**src/rtl/solver_dispatch_if.sv**
```systemverilog
// Solver-side bus of the Mandelbrot dispatcher: work requests in, one-hot grant
// plus the issued pixel (coordinate and linear framebuffer address) out.
interface solver_dispatch_if #(
    parameter int N_SOLVERS  = 10,
    parameter int WIDTH      = 27,
    parameter int ADDR_WIDTH = 19
);
    logic [N_SOLVERS-1:0]  req;
    logic [N_SOLVERS-1:0]  grant;
    logic                  out_valid;
    logic [WIDTH-1:0]      out_x;
    logic [WIDTH-1:0]      out_y;
    logic [ADDR_WIDTH-1:0] out_addr;

    modport master (
        input  req,
        output grant, out_valid, out_x, out_y, out_addr
    );

    modport slave (
        output req,
        input  grant, out_valid, out_x, out_y, out_addr
    );
endinterface

```
**src/rtl/solver_dispatch.sv**
```systemverilog
// Row-major Q6.20 viewport walker handing one pixel per cycle to round-robin solvers.
// Optional SOLVER_DISPATCH_PAUSE_EN adds a pause input that stalls dispatch in RUN.
module solver_dispatch #(
    parameter int N_SOLVERS  = 10,
    parameter int WIDTH      = 27,
    parameter int ADDR_WIDTH = 19
) (
    input  logic                    clock,
    input  logic                    reset,
    input  logic                    start,
`ifdef SOLVER_DISPATCH_PAUSE_EN
    input  logic                    pause,
`endif
    input  logic signed [WIDTH-1:0] min_x,
    input  logic signed [WIDTH-1:0] min_y,
    input  logic signed [WIDTH-1:0] max_x,
    input  logic signed [WIDTH-1:0] max_y,
    input  logic signed [WIDTH-1:0] dx,
    input  logic signed [WIDTH-1:0] dy,
    solver_dispatch_if.master       sbus,
    output logic                    busy,
    output logic                    done
);
    localparam int PTR_W = (N_SOLVERS > 1) ? $clog2(N_SOLVERS) : 1;

    typedef enum logic [1:0] {ST_IDLE, ST_RUN, ST_DONE} state_t;

    state_t                  state_reg, state_next;
    logic signed [WIDTH-1:0] min_x_reg, min_x_next;
    logic signed [WIDTH-1:0] max_x_reg, max_x_next;
    logic signed [WIDTH-1:0] max_y_reg, max_y_next;
    logic signed [WIDTH-1:0] dx_reg, dx_next;
    logic signed [WIDTH-1:0] dy_reg, dy_next;
    logic signed [WIDTH-1:0] cur_x_reg, cur_x_next;
    logic signed [WIDTH-1:0] cur_y_reg, cur_y_next;
    logic [ADDR_WIDTH-1:0]   addr_reg, addr_next;
    logic [PTR_W-1:0]        rr_ptr_reg, rr_ptr_next;
    logic [N_SOLVERS-1:0]    grant_reg, grant_next;
    logic                    out_valid_reg, out_valid_next;
    logic signed [WIDTH-1:0] out_x_reg, out_x_next;
    logic signed [WIDTH-1:0] out_y_reg, out_y_next;
    logic [ADDR_WIDTH-1:0]   out_addr_reg, out_addr_next;
    logic                    done_reg, done_next;

    logic                    stall;
    logic [N_SOLVERS-1:0]    eligible;
    logic [PTR_W-1:0]        cand_idx [N_SOLVERS];
    logic [N_SOLVERS-1:0]    pick_onehot;
    logic                    pick_valid;
    logic [PTR_W-1:0]        pick_idx;
    logic [PTR_W-1:0]        pick_succ;

`ifdef SOLVER_DISPATCH_PAUSE_EN
    assign stall = pause;
`else
    assign stall = 1'b0;
`endif

    // A solver granted last cycle still shows req this cycle; mask it out.
    assign eligible = stall ? '0 : (sbus.req & ~grant_reg);

    // Candidate order: rr_ptr, rr_ptr+1, ... wrapping at N_SOLVERS-1.
    for (genvar gi = 0; gi < N_SOLVERS; gi++) begin : g_cand
        logic [PTR_W:0] sum;
        assign sum = {1'b0, rr_ptr_reg} + (PTR_W+1)'(gi);
        assign cand_idx[gi] = (sum >= (PTR_W+1)'(N_SOLVERS))
                            ? PTR_W'(sum - (PTR_W+1)'(N_SOLVERS))
                            : PTR_W'(sum);
    end

    always_comb begin
        pick_valid = 1'b0;
        pick_idx   = '0;
        // Walk from the farthest candidate back so the nearest one wins.
        for (int k = N_SOLVERS - 1; k >= 0; k--) begin
            if (eligible[cand_idx[k]]) begin
                pick_valid = 1'b1;
                pick_idx   = cand_idx[k];
            end
        end
    end

    for (genvar gi = 0; gi < N_SOLVERS; gi++) begin : g_onehot
        assign pick_onehot[gi] = pick_valid && (pick_idx == PTR_W'(gi));
    end

    assign pick_succ = (pick_idx == PTR_W'(N_SOLVERS - 1)) ? '0 : pick_idx + PTR_W'(1);

    // Walk arithmetic one bit wider so a step past max cannot wrap negative.
    logic signed [WIDTH:0] x_step, y_step, max_x_ext, max_y_ext;
    logic                  row_end, col_end, last_addr, frame_end;

    assign x_step    = {cur_x_reg[WIDTH-1], cur_x_reg} + {dx_reg[WIDTH-1], dx_reg};
    assign y_step    = {cur_y_reg[WIDTH-1], cur_y_reg} + {dy_reg[WIDTH-1], dy_reg};
    assign max_x_ext = {max_x_reg[WIDTH-1], max_x_reg};
    assign max_y_ext = {max_y_reg[WIDTH-1], max_y_reg};
    assign row_end   = x_step > max_x_ext;
    assign col_end   = y_step > max_y_ext;
    assign last_addr = (addr_reg == '1);
    assign frame_end = (row_end && col_end) || last_addr;

    always_comb begin
        state_next     = state_reg;
        min_x_next     = min_x_reg;
        max_x_next     = max_x_reg;
        max_y_next     = max_y_reg;
        dx_next        = dx_reg;
        dy_next        = dy_reg;
        cur_x_next     = cur_x_reg;
        cur_y_next     = cur_y_reg;
        addr_next      = addr_reg;
        rr_ptr_next    = rr_ptr_reg;
        grant_next     = '0;
        out_valid_next = 1'b0;
        out_x_next     = out_x_reg;
        out_y_next     = out_y_reg;
        out_addr_next  = out_addr_reg;
        done_next      = 1'b0;

        case (state_reg)
            ST_IDLE: begin
                if (start) begin
                    min_x_next  = min_x;
                    max_x_next  = max_x;
                    max_y_next  = max_y;
                    dx_next     = dx;
                    dy_next     = dy;
                    cur_x_next  = min_x;
                    cur_y_next  = min_y;
                    addr_next   = '0;
                    rr_ptr_next = '0;
                    state_next  = ST_RUN;
                end
            end
            ST_RUN: begin
                if (pick_valid) begin
                    grant_next     = pick_onehot;
                    out_valid_next = 1'b1;
                    out_x_next     = cur_x_reg;
                    out_y_next     = cur_y_reg;
                    out_addr_next  = addr_reg;
                    rr_ptr_next    = pick_succ;
                    addr_next      = addr_reg + ADDR_WIDTH'(1);
                    if (row_end) begin
                        cur_x_next = min_x_reg;
                        cur_y_next = y_step[WIDTH-1:0];
                    end else begin
                        cur_x_next = x_step[WIDTH-1:0];
                    end
                    if (frame_end) begin
                        state_next = ST_DONE;
                    end
                end
            end
            ST_DONE: begin
                done_next  = 1'b1;
                state_next = ST_IDLE;
            end
            default: state_next = ST_IDLE;
        endcase
    end

    always_ff @(posedge clock) begin
        if (reset) begin
            state_reg     <= ST_IDLE;
            min_x_reg     <= '0;
            max_x_reg     <= '0;
            max_y_reg     <= '0;
            dx_reg        <= '0;
            dy_reg        <= '0;
            cur_x_reg     <= '0;
            cur_y_reg     <= '0;
            addr_reg      <= '0;
            rr_ptr_reg    <= '0;
            grant_reg     <= '0;
            out_valid_reg <= 1'b0;
            out_x_reg     <= '0;
            out_y_reg     <= '0;
            out_addr_reg  <= '0;
            done_reg      <= 1'b0;
        end else begin
            state_reg     <= state_next;
            min_x_reg     <= min_x_next;
            max_x_reg     <= max_x_next;
            max_y_reg     <= max_y_next;
            dx_reg        <= dx_next;
            dy_reg        <= dy_next;
            cur_x_reg     <= cur_x_next;
            cur_y_reg     <= cur_y_next;
            addr_reg      <= addr_next;
            rr_ptr_reg    <= rr_ptr_next;
            grant_reg     <= grant_next;
            out_valid_reg <= out_valid_next;
            out_x_reg     <= out_x_next;
            out_y_reg     <= out_y_next;
            out_addr_reg  <= out_addr_next;
            done_reg      <= done_next;
        end
    end

    // The last pixel is registered on the edge that enters DONE, so busy covers
    // DONE to stay high alongside it; the registered done lands the cycle after.
    assign busy           = (state_reg != ST_IDLE);
    assign done           = done_reg;
    assign sbus.grant     = grant_reg;
    assign sbus.out_valid = out_valid_reg;
    assign sbus.out_x     = out_x_reg;
    assign sbus.out_y     = out_y_reg;
    assign sbus.out_addr  = out_addr_reg;
endmodule

```
**src/flat_wrapper.sv**
```systemverilog
// flat-port wrapper written by rule: the top's interface ports become plain ports
module solver_dispatch_flat 
#(
    parameter int N_SOLVERS  = 10,
    parameter int WIDTH      = 27,
    parameter int ADDR_WIDTH = 19
)
  (clock, reset, start, min_x, min_y, max_x, max_y, dx, dy, busy, done, sbus_req, sbus_grant, sbus_out_valid, sbus_out_x, sbus_out_y, sbus_out_addr);
  solver_dispatch_if #(.N_SOLVERS(N_SOLVERS), .WIDTH(WIDTH), .ADDR_WIDTH(ADDR_WIDTH)) sbus_i ();
  input  logic clock;
  input  logic reset;
  input  logic start;
  input  logic signed [WIDTH-1:0] min_x;
  input  logic signed [WIDTH-1:0] min_y;
  input  logic signed [WIDTH-1:0] max_x;
  input  logic signed [WIDTH-1:0] max_y;
  input  logic signed [WIDTH-1:0] dx;
  input  logic signed [WIDTH-1:0] dy;
  output logic busy;
  output logic done;
  input wire logic [$bits(sbus_i.req)-1:0] sbus_req;
  output wire logic [$bits(sbus_i.grant)-1:0] sbus_grant;
  output wire logic [$bits(sbus_i.out_valid)-1:0] sbus_out_valid;
  output wire logic [$bits(sbus_i.out_x)-1:0] sbus_out_x;
  output wire logic [$bits(sbus_i.out_y)-1:0] sbus_out_y;
  output wire logic [$bits(sbus_i.out_addr)-1:0] sbus_out_addr;
  assign sbus_i.req = sbus_req;
  assign sbus_grant = sbus_i.grant;
  assign sbus_out_valid = sbus_i.out_valid;
  assign sbus_out_x = sbus_i.out_x;
  assign sbus_out_y = sbus_i.out_y;
  assign sbus_out_addr = sbus_i.out_addr;
  solver_dispatch #(.N_SOLVERS(N_SOLVERS), .WIDTH(WIDTH), .ADDR_WIDTH(ADDR_WIDTH)) u_core (.clock(clock), .reset(reset), .start(start), .min_x(min_x), .min_y(min_y), .max_x(max_x), .max_y(max_y), .dx(dx), .dy(dy), .sbus(sbus_i), .busy(busy), .done(done));
endmodule
```
**config.mk**
```make
export PLATFORM = sky130hd
export DESIGN_NAME = solver_dispatch_flat
export DESIGN_NICKNAME = d
export VERILOG_FILES = /design/src/rtl/solver_dispatch_if.sv /design/src/rtl/solver_dispatch.sv /design/src/flat_wrapper.sv
export SDC_FILE = /design/constraint.sdc
export NUM_CORES = 1
export LEC_CHECK = 0
export ABC_AREA = 1
export BUFFER_PORTS_ARGS = -buffer_cell sky130_fd_sc_hd__buf_2
export CAP_MARGIN = 10
export CORE_ASPECT_RATIO = 0.6
export CORE_MARGIN = 2
export CORE_UTILIZATION = 37
export CTS_BUF_LIST = sky130_fd_sc_hd__clkbuf_4 sky130_fd_sc_hd__clkbuf_8
export CTS_CLUSTER_DIAMETER = 80
export CTS_CLUSTER_SIZE = 28
export DETAILED_ROUTE_END_ITERATION = 6
export GPL_ROUTABILITY_DRIVEN = 0
export PLACE_DENSITY = 0.63
export SLEW_MARGIN = 0
export SYNTH_ARGS = -nofsm -noshare
export SYNTH_HDL_FRONTEND = slang
export SYNTH_SLANG_ARGS = --single-unit
```
**constraint.sdc**
```tcl
create_clock -name clock -period 5.03 [get_ports clock]
set_clock_uncertainty 0.15 [all_clocks]
set_input_delay 0.2515 -clock clock [delete_from_list [all_inputs] [get_ports clock]]
set_output_delay 0.2515 -clock clock [all_outputs]
set_load 0.01 [all_outputs]
```
**Word level (Yosys, flattened, before mapping)**

Cells that the tools add are included.

- Register bits: 299
- Logic and storage cells: 175

- $add $sub $neg: 23
- $lt $le $gt $ge: 22
- Equal/unequal tests: 16
- Muxes and demuxes: 71
- Bitwise operators: 4
- Reduce and logical (&&, ||, !) cells: 23

Operators with widths:

| operator | count |
|---|---|
| $mux W27 | 6 |
| $pmux W27 S2 | 2 |
| $mux W4 | 23 |
| $add A27 B27 Y28 | 2 |
| $gt A28 B27 Y1 | 2 |
| $lt A4 B5 Y1 const B | 10 |
| $ge A5 B4 Y1 const B | 9 |
| $bmux W1 S4 | 10 |
| $sub A4 B4 Y4 const B | 10 |
| $mux W19 | 2 |
| $pmux W19 S2 | 1 |
| $mux W1 | 22 |
| $add A4 B3 Y5 const B | 4 |
| $add A19 B1 Y19 const B | 1 |
| $eq A19 B19 Y1 const B | 1 |
| $eq A4 B3 Y1 const B | 4 |
| $logic_and A1 B1 Y1 | 11 |
| $add A4 B2 Y5 const B | 2 |
| $add A4 B4 Y5 const B | 2 |
| $and A10 B10 Y10 | 1 |
| $not A10 Y10 | 1 |
| $eq A4 B2 Y1 const B | 2 |
| $eq A4 B4 Y1 const B | 2 |
| $pmux W4 S2 | 1 |
| other kinds (20) | 28 |

**Logic depth before layout (Yosys ltp)**

- Depth after elaboration: 19
- Mapped depth: 34

**Least setup slack after synthesis**

Ideal clock, no wire load.

- Kind: register to register
- From: reg u_core.cur_y_reg[0]
- To: reg u_core.state_reg[0]
- Setup time: 115 ps
- Arrival: 4261 ps
- Required time: 4765 ps
- Path slack: 503 ps
- Stages on the path, launching flop included: 32
- Buffers on the path: 0
- Path through: dfxtp_1 -> ha_1 -> fa_1 -> nand2_1 -> inv_1 -> nand2_1 -> nand2_1 -> a21oi_1 -> o21bai_1 -> a21boi_0 -> inv_1 -> nand2_1 -> nand2_1 -> a21oi_1 -> o21ai_0 -> a21boi_0 -> o21ai_0 -> nand3_1 -> nand3_1 -> and2_1 -> ha_1 -> nand2_1 -> nor3_1 -> inv_1 -> nor4_1 -> a211oi_1 -> xor2_1 -> nand3_1 -> nand2_1 -> a21oi_1 -> o21ai_0 -> inv_1

- Word-level cells in the longest chain between the ends: 6

Ends and longest elaborated chain:

| element | RTL line | text |
|---|---|---|
| start, declared | solver_dispatch.sv:35 | `logic signed [WIDTH-1:0] cur_y_reg, cur_y_next;` |
| start signal, assigned | solver_dispatch.sv:189 | `cur_y_reg <= cur_y_next;` |
| $add A27 B27 Y28 | solver_dispatch.sv:94 | `assign y_step = {cur_y_reg[WIDTH-1], cur_y_reg} + {dy_reg[WIDTH-1], dy_reg};` |
| $gt A28 B27 Y1 | solver_dispatch.sv:98 | `assign col_end = y_step > max_y_ext;` |
| $logic_and A1 B1 Y1 | solver_dispatch.sv:100 | `assign frame_end = (row_end && col_end) \|\| last_addr;` |
| $logic_or A1 B1 Y1 | solver_dispatch.sv:100 |  |
| $ne A2 B1 Y1 (no line) | -- |  |
| $reduce_and A3 Y1 (no line) | -- |  |
| end signal, assigned | solver_dispatch.sv:182 | `state_reg <= state_next;` |
| end, declared | solver_dispatch.sv:28 | `state_t state_reg, state_next;` |

No other way between the ends.
A chain may end at the register's enable or synchronous reset.

**Worst setup path after layout**

- From: reg u_core.cur_x_reg[5]
- To: reg u_core.cur_y_reg[3]

- Word-level cells in the longest chain between the ends: 4

Ends and longest elaborated chain:

| element | RTL line | text |
|---|---|---|
| start, declared | solver_dispatch.sv:34 | `logic signed [WIDTH-1:0] cur_x_reg, cur_x_next;` |
| start signal, assigned | solver_dispatch.sv:188 | `cur_x_reg <= cur_x_next;` |
| $add A27 B27 Y28 | solver_dispatch.sv:93 | `assign x_step = {cur_x_reg[WIDTH-1], cur_x_reg} + {dx_reg[WIDTH-1], dx_reg};` |
| $gt A28 B27 Y1 | solver_dispatch.sv:97 | `assign row_end = x_step > max_x_ext;` |
| $ne A2 B1 Y1 (no line) | -- |  |
| $reduce_and A4 Y1 (no line) | -- |  |

No other way between the ends.

==> impl_table.tex <==
\begin{tabular}{lr}
\hline
Metric & Value \\
\hline
\multicolumn{2}{l}{\textbf{Status}} \\
Status & complete, no violations \\
\multicolumn{2}{l}{\textbf{Route}} \\
Initial DRC Count & 1,686 \\
DRC violations left & 0 \\
Wire length reported by the detailed router & 58.55 mm \\
Routed wirelength normalized by instance count & 17.03 um \\
First drt pass iteration count & 6 \\
Post-route ant nets & 0 \\
Total number of vias & 18,070 \\
Average via count per standard cell & 5.256 \\
\multicolumn{2}{l}{\textbf{Power and ir drop}} \\
Switching power as a share of total power & 0.5481 \\
Part of the total power dissipated in sequential elements & 0.227 \\
Power density over cell area & 759.8 mW/mm\^{}2 \\
Switching power & a little under 0.009 W \\
Cell internal power dissipation & 0.007324 W \\
Static Leakage & 9.725 nW \\
Largest vdd supply drop & between 0.4 and 0.5 mV \\
Clk network pwr share & 0.077 \\
Combinational share of power & 0.696 \\
\multicolumn{2}{l}{\textbf{Clock tree}} \\
Clock insertion delay at the later pin of the skew report & 0.61 ns \\
Largest buffer count on any clock path & 3 \\
Clock slew at reported path FFs & 0.17 ns \\
Clock tree from TritonCTS & done \\
Total number of clock tree sinks & 299 \\
Number of buffers inserted during clock tree synthesis & 16 \\
H-tree levels & 1 \\
Buffer cell driving the clock tree root & sky130\_fd\_sc\_hd\_\_clkbuf\_8 \\
\multicolumn{2}{l}{\textbf{Floorplan}} \\
Area of the core & about 0.045 sq mm \\
Die area & 0.04805 sq mm \\
Horiz. Die Dim & 281.7 um \\
Die height & $\sim$170 um \\
Number of placement rows & 60 \\
Starting utilization of the core area & 0.3787 \\
I/O pin count & between 200 and 300 \\
\multicolumn{2}{l}{\textbf{Layout}} \\
Util after Layout & 0.4720 \\
FILL cells & 4,478 \\
Layout-stage area growth over the synthesis result & 24.65\% \\
Layout Nets & 3,123 \\
Share of final-layout standard cells stronger than drive strength 1 & 0.1509 \\
Final std cell area, no fill & 0.02133 sq mm \\
\multicolumn{2}{l}{\textbf{Synth}} \\
Sequential-to-total area share from yosys stat & 0.3498 \\
Number of standard cells after synthesis & 2,441 \\
Post-synth ARST share & 0 \\
Number of enable-type register cells in the synthesized netlist & 0 \\
Number of distinct library cells after synthesis & 60 \\
Average footprint of a synthesized cell & 7.011 sq um \\
Syn Std Cell Area & 0.01711 sq mm \\
Net count after synthesis & 2,753 \\
Number of register bits inferred by synthesis & 299 \\
Leading register cell type out of synthesis & sky130\_fd\_sc\_hd\_\_dfxtp\_1 \\
Yosys synthesis warning count & 0 \\
\multicolumn{2}{l}{\textbf{Timing}} \\
Tightest Pin Transition & 0.9435 ns \\
Share of the clock period used by the worst path after layout & 0.9650 \\
Minimum clock period after layout & 4.854 ns \\
Worst slack on hold paths & 0.1413 ns \\
Relative slew slack & 0.3643 \\
Max-slew violation total from the final report & 0 \\
Hold violation total from the final report & 0 \\
Peak clock frequency supported by timing & 0.2060 GHz \\
Final count of negative-setup-slack endpoints & 0 \\
\multicolumn{2}{l}{\textbf{Placement}} \\
Detailed Place HPWL & between 40 and 50 mm \\
Placed Area & 0.01901 sq mm \\
Number of I/O port buffers & 260 \\
\multicolumn{2}{l}{\textbf{Worst hold path}} \\
Hold Path Depth & 3 \\
Worst min-delay path category & input pin to register \\
Min-Delay Startpoint & start \\
Worst hold endpoint & u\_core.max\_y\_reg[10] \\
\multicolumn{2}{l}{\textbf{GRT}} \\
Pin count of the biggest net entering global routing & 147 \\
GRT Residual Overflow & 0 \\
Global-route wire length before repair & 88.41 mm \\
GRT Overall Usage & 0.2301 \\
Vias in the first global route & around 16,000 \\
Initial antenna violation count & 1 \\
\multicolumn{2}{l}{\textbf{Setup path}} \\
FF-to-FF End & u\_core.cur\_y\_reg[3] \\
Worst Reg2Reg Path Length in Cells & 27 \\
Worst endpoint required time & 5.43 ns \\
Flop-to-flop setup slack & about 0.18 ns \\
Arrival time at the worst endpoint & roughly 5.3 ns \\
Crit. End Element & register \\
Critical Setup Path Class & register to register \\
Nature of the critical path startpoint & register \\
Launch point of the worst reg-to-reg path & u\_core.cur\_x\_reg[5] \\
Worst Path Max Fanout & 13 \\
\multicolumn{2}{l}{\textbf{Job}} \\
Number of maximum-capacitance violations & 0 \\
\hline
\end{tabular}
## critical path: stages (launching register included)
cell                       delay [ns]
sky130_fd_sc_hd__dfxtp_1         0.36
sky130_fd_sc_hd__ha_1            0.40
sky130_fd_sc_hd__a21oi_1         0.12
sky130_fd_sc_hd__o21ai_0         0.28
sky130_fd_sc_hd__nand2_1         0.08
sky130_fd_sc_hd__o211ai_1        0.12
sky130_fd_sc_hd__nand2_1         0.10
sky130_fd_sc_hd__nand3_1         0.17
sky130_fd_sc_hd__nand3_1         0.11
sky130_fd_sc_hd__nand2_1         0.13
sky130_fd_sc_hd__a31oi_2         0.12
sky130_fd_sc_hd__o21ai_0         0.20
sky130_fd_sc_hd__xor2_1          0.23
sky130_fd_sc_hd__inv_1           0.07
sky130_fd_sc_hd__ha_1            0.29
sky130_fd_sc_hd__nand4_1         0.10
sky130_fd_sc_hd__inv_1           0.06
sky130_fd_sc_hd__nand4_1         0.14
sky130_fd_sc_hd__nor3_2          0.20
sky130_fd_sc_hd__a21oi_1         0.10
sky130_fd_sc_hd__nand3b_1        0.10
sky130_fd_sc_hd__or3_1           0.10
sky130_fd_sc_hd__nand3_1         0.10
sky130_fd_sc_hd__buf_4           0.19
sky130_fd_sc_hd__o21ai_4         0.24
sky130_fd_sc_hd__buf_8           0.19
sky130_fd_sc_hd__o21ai_0         0.12
sky130_fd_sc_hd__a31oi_1         0.23
## how the worst max path moves through the flow
stage	start	cells past startpoint	slack (ns)	to
floorplan	u_core.cur_y_reg[0]	31	0.50	u_core.state_reg[0]
global placement	u_core.cur_y_reg[0]	32	0.08	u_core.state_reg[0]
detailed placement	u_core.cur_y_reg[0]	32	0.008	u_core.state_reg[0]
CTS	u_core.cur_y_reg[0]	32	0.009	u_core.state_reg[0]
global route	u_core.cur_x_reg[7]	30	-0.08	u_core.cur_y_reg[3]
finish	u_core.cur_x_reg[5]	27	0.18	u_core.cur_y_reg[3]
## synth_stat cells, types with 3 or more instances
library cell | instances | area (sq um)
sky130_fd_sc_hd__a211oi_1 | 5 | 37.54
sky130_fd_sc_hd__a21boi_1 | 4 | 30.03
sky130_fd_sc_hd__a21o_1 | 3 | 22.52
sky130_fd_sc_hd__a21oi_1 | 257 | 1286
sky130_fd_sc_hd__a31oi_1 | 29 | 181.4
sky130_fd_sc_hd__buf_1 | 7 | 26.28
sky130_fd_sc_hd__buf_2 | 10 | 50.05
sky130_fd_sc_hd__buf_4 | 5 | 37.54
sky130_fd_sc_hd__buf_6 | 6 | 67.56
sky130_fd_sc_hd__clkbuf_1 | 83 | 311.6
sky130_fd_sc_hd__clkinv_1 | 3 | 11.26
sky130_fd_sc_hd__dfxtp_1 | 299 | 5986
sky130_fd_sc_hd__fa_1 | 3 | 60.06
sky130_fd_sc_hd__ha_1 | 134 | 1677
sky130_fd_sc_hd__inv_1 | 209 | 784.5
sky130_fd_sc_hd__inv_2 | 16 | 60.06
sky130_fd_sc_hd__nand2_1 | 374 | 1404
sky130_fd_sc_hd__nand2_2 | 9 | 56.30
sky130_fd_sc_hd__nand3_1 | 95 | 475.5
sky130_fd_sc_hd__nand3_2 | 4 | 40.04
sky130_fd_sc_hd__nand3b_1 | 4 | 30.03
sky130_fd_sc_hd__nand4_1 | 24 | 150.1
sky130_fd_sc_hd__nor2_1 | 345 | 1295
sky130_fd_sc_hd__nor3_1 | 26 | 130.1
sky130_fd_sc_hd__nor3b_1 | 4 | 30.03
sky130_fd_sc_hd__nor4_1 | 4 | 25.02
sky130_fd_sc_hd__o211ai_1 | 17 | 127.6
sky130_fd_sc_hd__o21ai_0 | 302 | 1511
sky130_fd_sc_hd__o21ai_1 | 45 | 225.2
sky130_fd_sc_hd__o21ai_2 | 3 | 26.28
sky130_fd_sc_hd__o21bai_1 | 6 | 45.04
sky130_fd_sc_hd__o22ai_1 | 13 | 81.33
sky130_fd_sc_hd__xnor2_1 | 20 | 175.2
sky130_fd_sc_hd__xor2_1 | 38 | 332.8
## power groups by stage
stage / sequential [W] / clock, W / combinational (W)
global route: 0.00377 / 0.00136 / 0.0126
detailed placement: 0.00370 / 0 / 0.0106
floorplan: 0.00368 / 0 / 0.00751
global placement: 0.00367 / 0 / 0.0103
finish: 0.00369 / 0.00125 / 0.0113
CTS: 0.00365 / 0.00128 / 0.0107
## layer usage
layer / track usage / wire length, um / share of wire
met5: 0 / 0 / 0
met4: 0.07239 / 1914 / 0.033
met3: 0.03428 / 4098 / 0.070
met2: 0.3427 / 24430 / 0.42
met1: 0.3387 / 28110 / 0.48
## stage by stage
step           setup TNS [ns]  total power [W]  cells  setup WS (ns)
3_5_place_dp                0          0.01430   3244       0.007975
6_report                    0          0.01621   3439         0.1761
4_1_cts                     0          0.01568   3431       0.008774
2_1_floorplan               0          0.01119   2441         0.5035
5_1_grt               -0.8684          0.01768   3438       -0.07544
3_3_place_gp                0          0.01398   3244        0.08465
## cell usage in the layout (no fill, tap or decap), types with 5 or more instances in the layout
| master | synthesis | routed |
|---|---|---|
| sky130_fd_sc_hd__nand2_1 | 374 | 369 |
| sky130_fd_sc_hd__nor2_1 | 345 | 344 |
| sky130_fd_sc_hd__o21ai_0 | 302 | 298 |
| sky130_fd_sc_hd__dfxtp_1 | 299 | 295 |
| sky130_fd_sc_hd__buf_2 | 10 | 260 |
| sky130_fd_sc_hd__a21oi_1 | 257 | 252 |
| sky130_fd_sc_hd__inv_1 | 209 | 207 |
| sky130_fd_sc_hd__dlygate4sd3_1 | 0 | 163 |
| sky130_fd_sc_hd__ha_1 | 134 | 121 |
| sky130_fd_sc_hd__nand3_1 | 95 | 92 |
| sky130_fd_sc_hd__o21ai_1 | 45 | 46 |
| sky130_fd_sc_hd__xor2_1 | 38 | 38 |
| sky130_fd_sc_hd__buf_4 | 5 | 37 |
| sky130_fd_sc_hd__a31oi_1 | 29 | 27 |
| sky130_fd_sc_hd__nand4_1 | 24 | 24 |
| sky130_fd_sc_hd__nor3_1 | 26 | 24 |
| sky130_fd_sc_hd__xnor2_1 | 20 | 18 |
| sky130_fd_sc_hd__o211ai_1 | 17 | 17 |
| sky130_fd_sc_hd__clkbuf_8 | 0 | 17 |
| sky130_fd_sc_hd__inv_2 | 16 | 16 |
| sky130_fd_sc_hd__nand2_2 | 9 | 13 |
| sky130_fd_sc_hd__o22ai_1 | 13 | 13 |
| sky130_fd_sc_hd__ha_4 | 0 | 9 |
| sky130_fd_sc_hd__nand3_2 | 4 | 7 |
| sky130_fd_sc_hd__o21ai_2 | 3 | 6 |
| sky130_fd_sc_hd__a21boi_1 | 4 | 5 |
| sky130_fd_sc_hd__a21oi_2 | 1 | 5 |
| sky130_fd_sc_hd__o21bai_1 | 6 | 5 |
## layout make-up
type                       count  area (sq um)  share of cell area
timing repair buffer         464          3286              0.1540
sequential                   299          5991              0.2808
antenna                        2         5.005           0.0002346
inverter                     230         879.6             0.04123
clock inverter                 6         101.3            0.004751
tap                          620         775.7             0.03636
clock buffer                  18         241.5             0.01132
multi-input combinational   1800         10050              0.4713
## timing repair
action | in CTS | in global routing
buffers inserted | 0 | 6
hold endpoints to repair | 202 | 0
hold buffers | 163 | 0
pin swaps | 0 | 17
endpoints found under the setup margin | 1 | 56
resized for setup | 1 | 60
gates cloned | 0 | 0
## kinds of logic (layout without fill, tap and decap cells)
family,Yosys count,count (layout),share of synthesized area
AOI/OAI and AO/OA,701,701,0.2187
buffers and inverters,342,718,0.07984
and+or+nand+nor,902,902,0.2187
other,0,2,0
xor gates and xnor gates,60,60,0.03158
DFF,299,299,0.3498
adders and majority gates,137,137,0.1015
(Power assumes the default switching activity.)
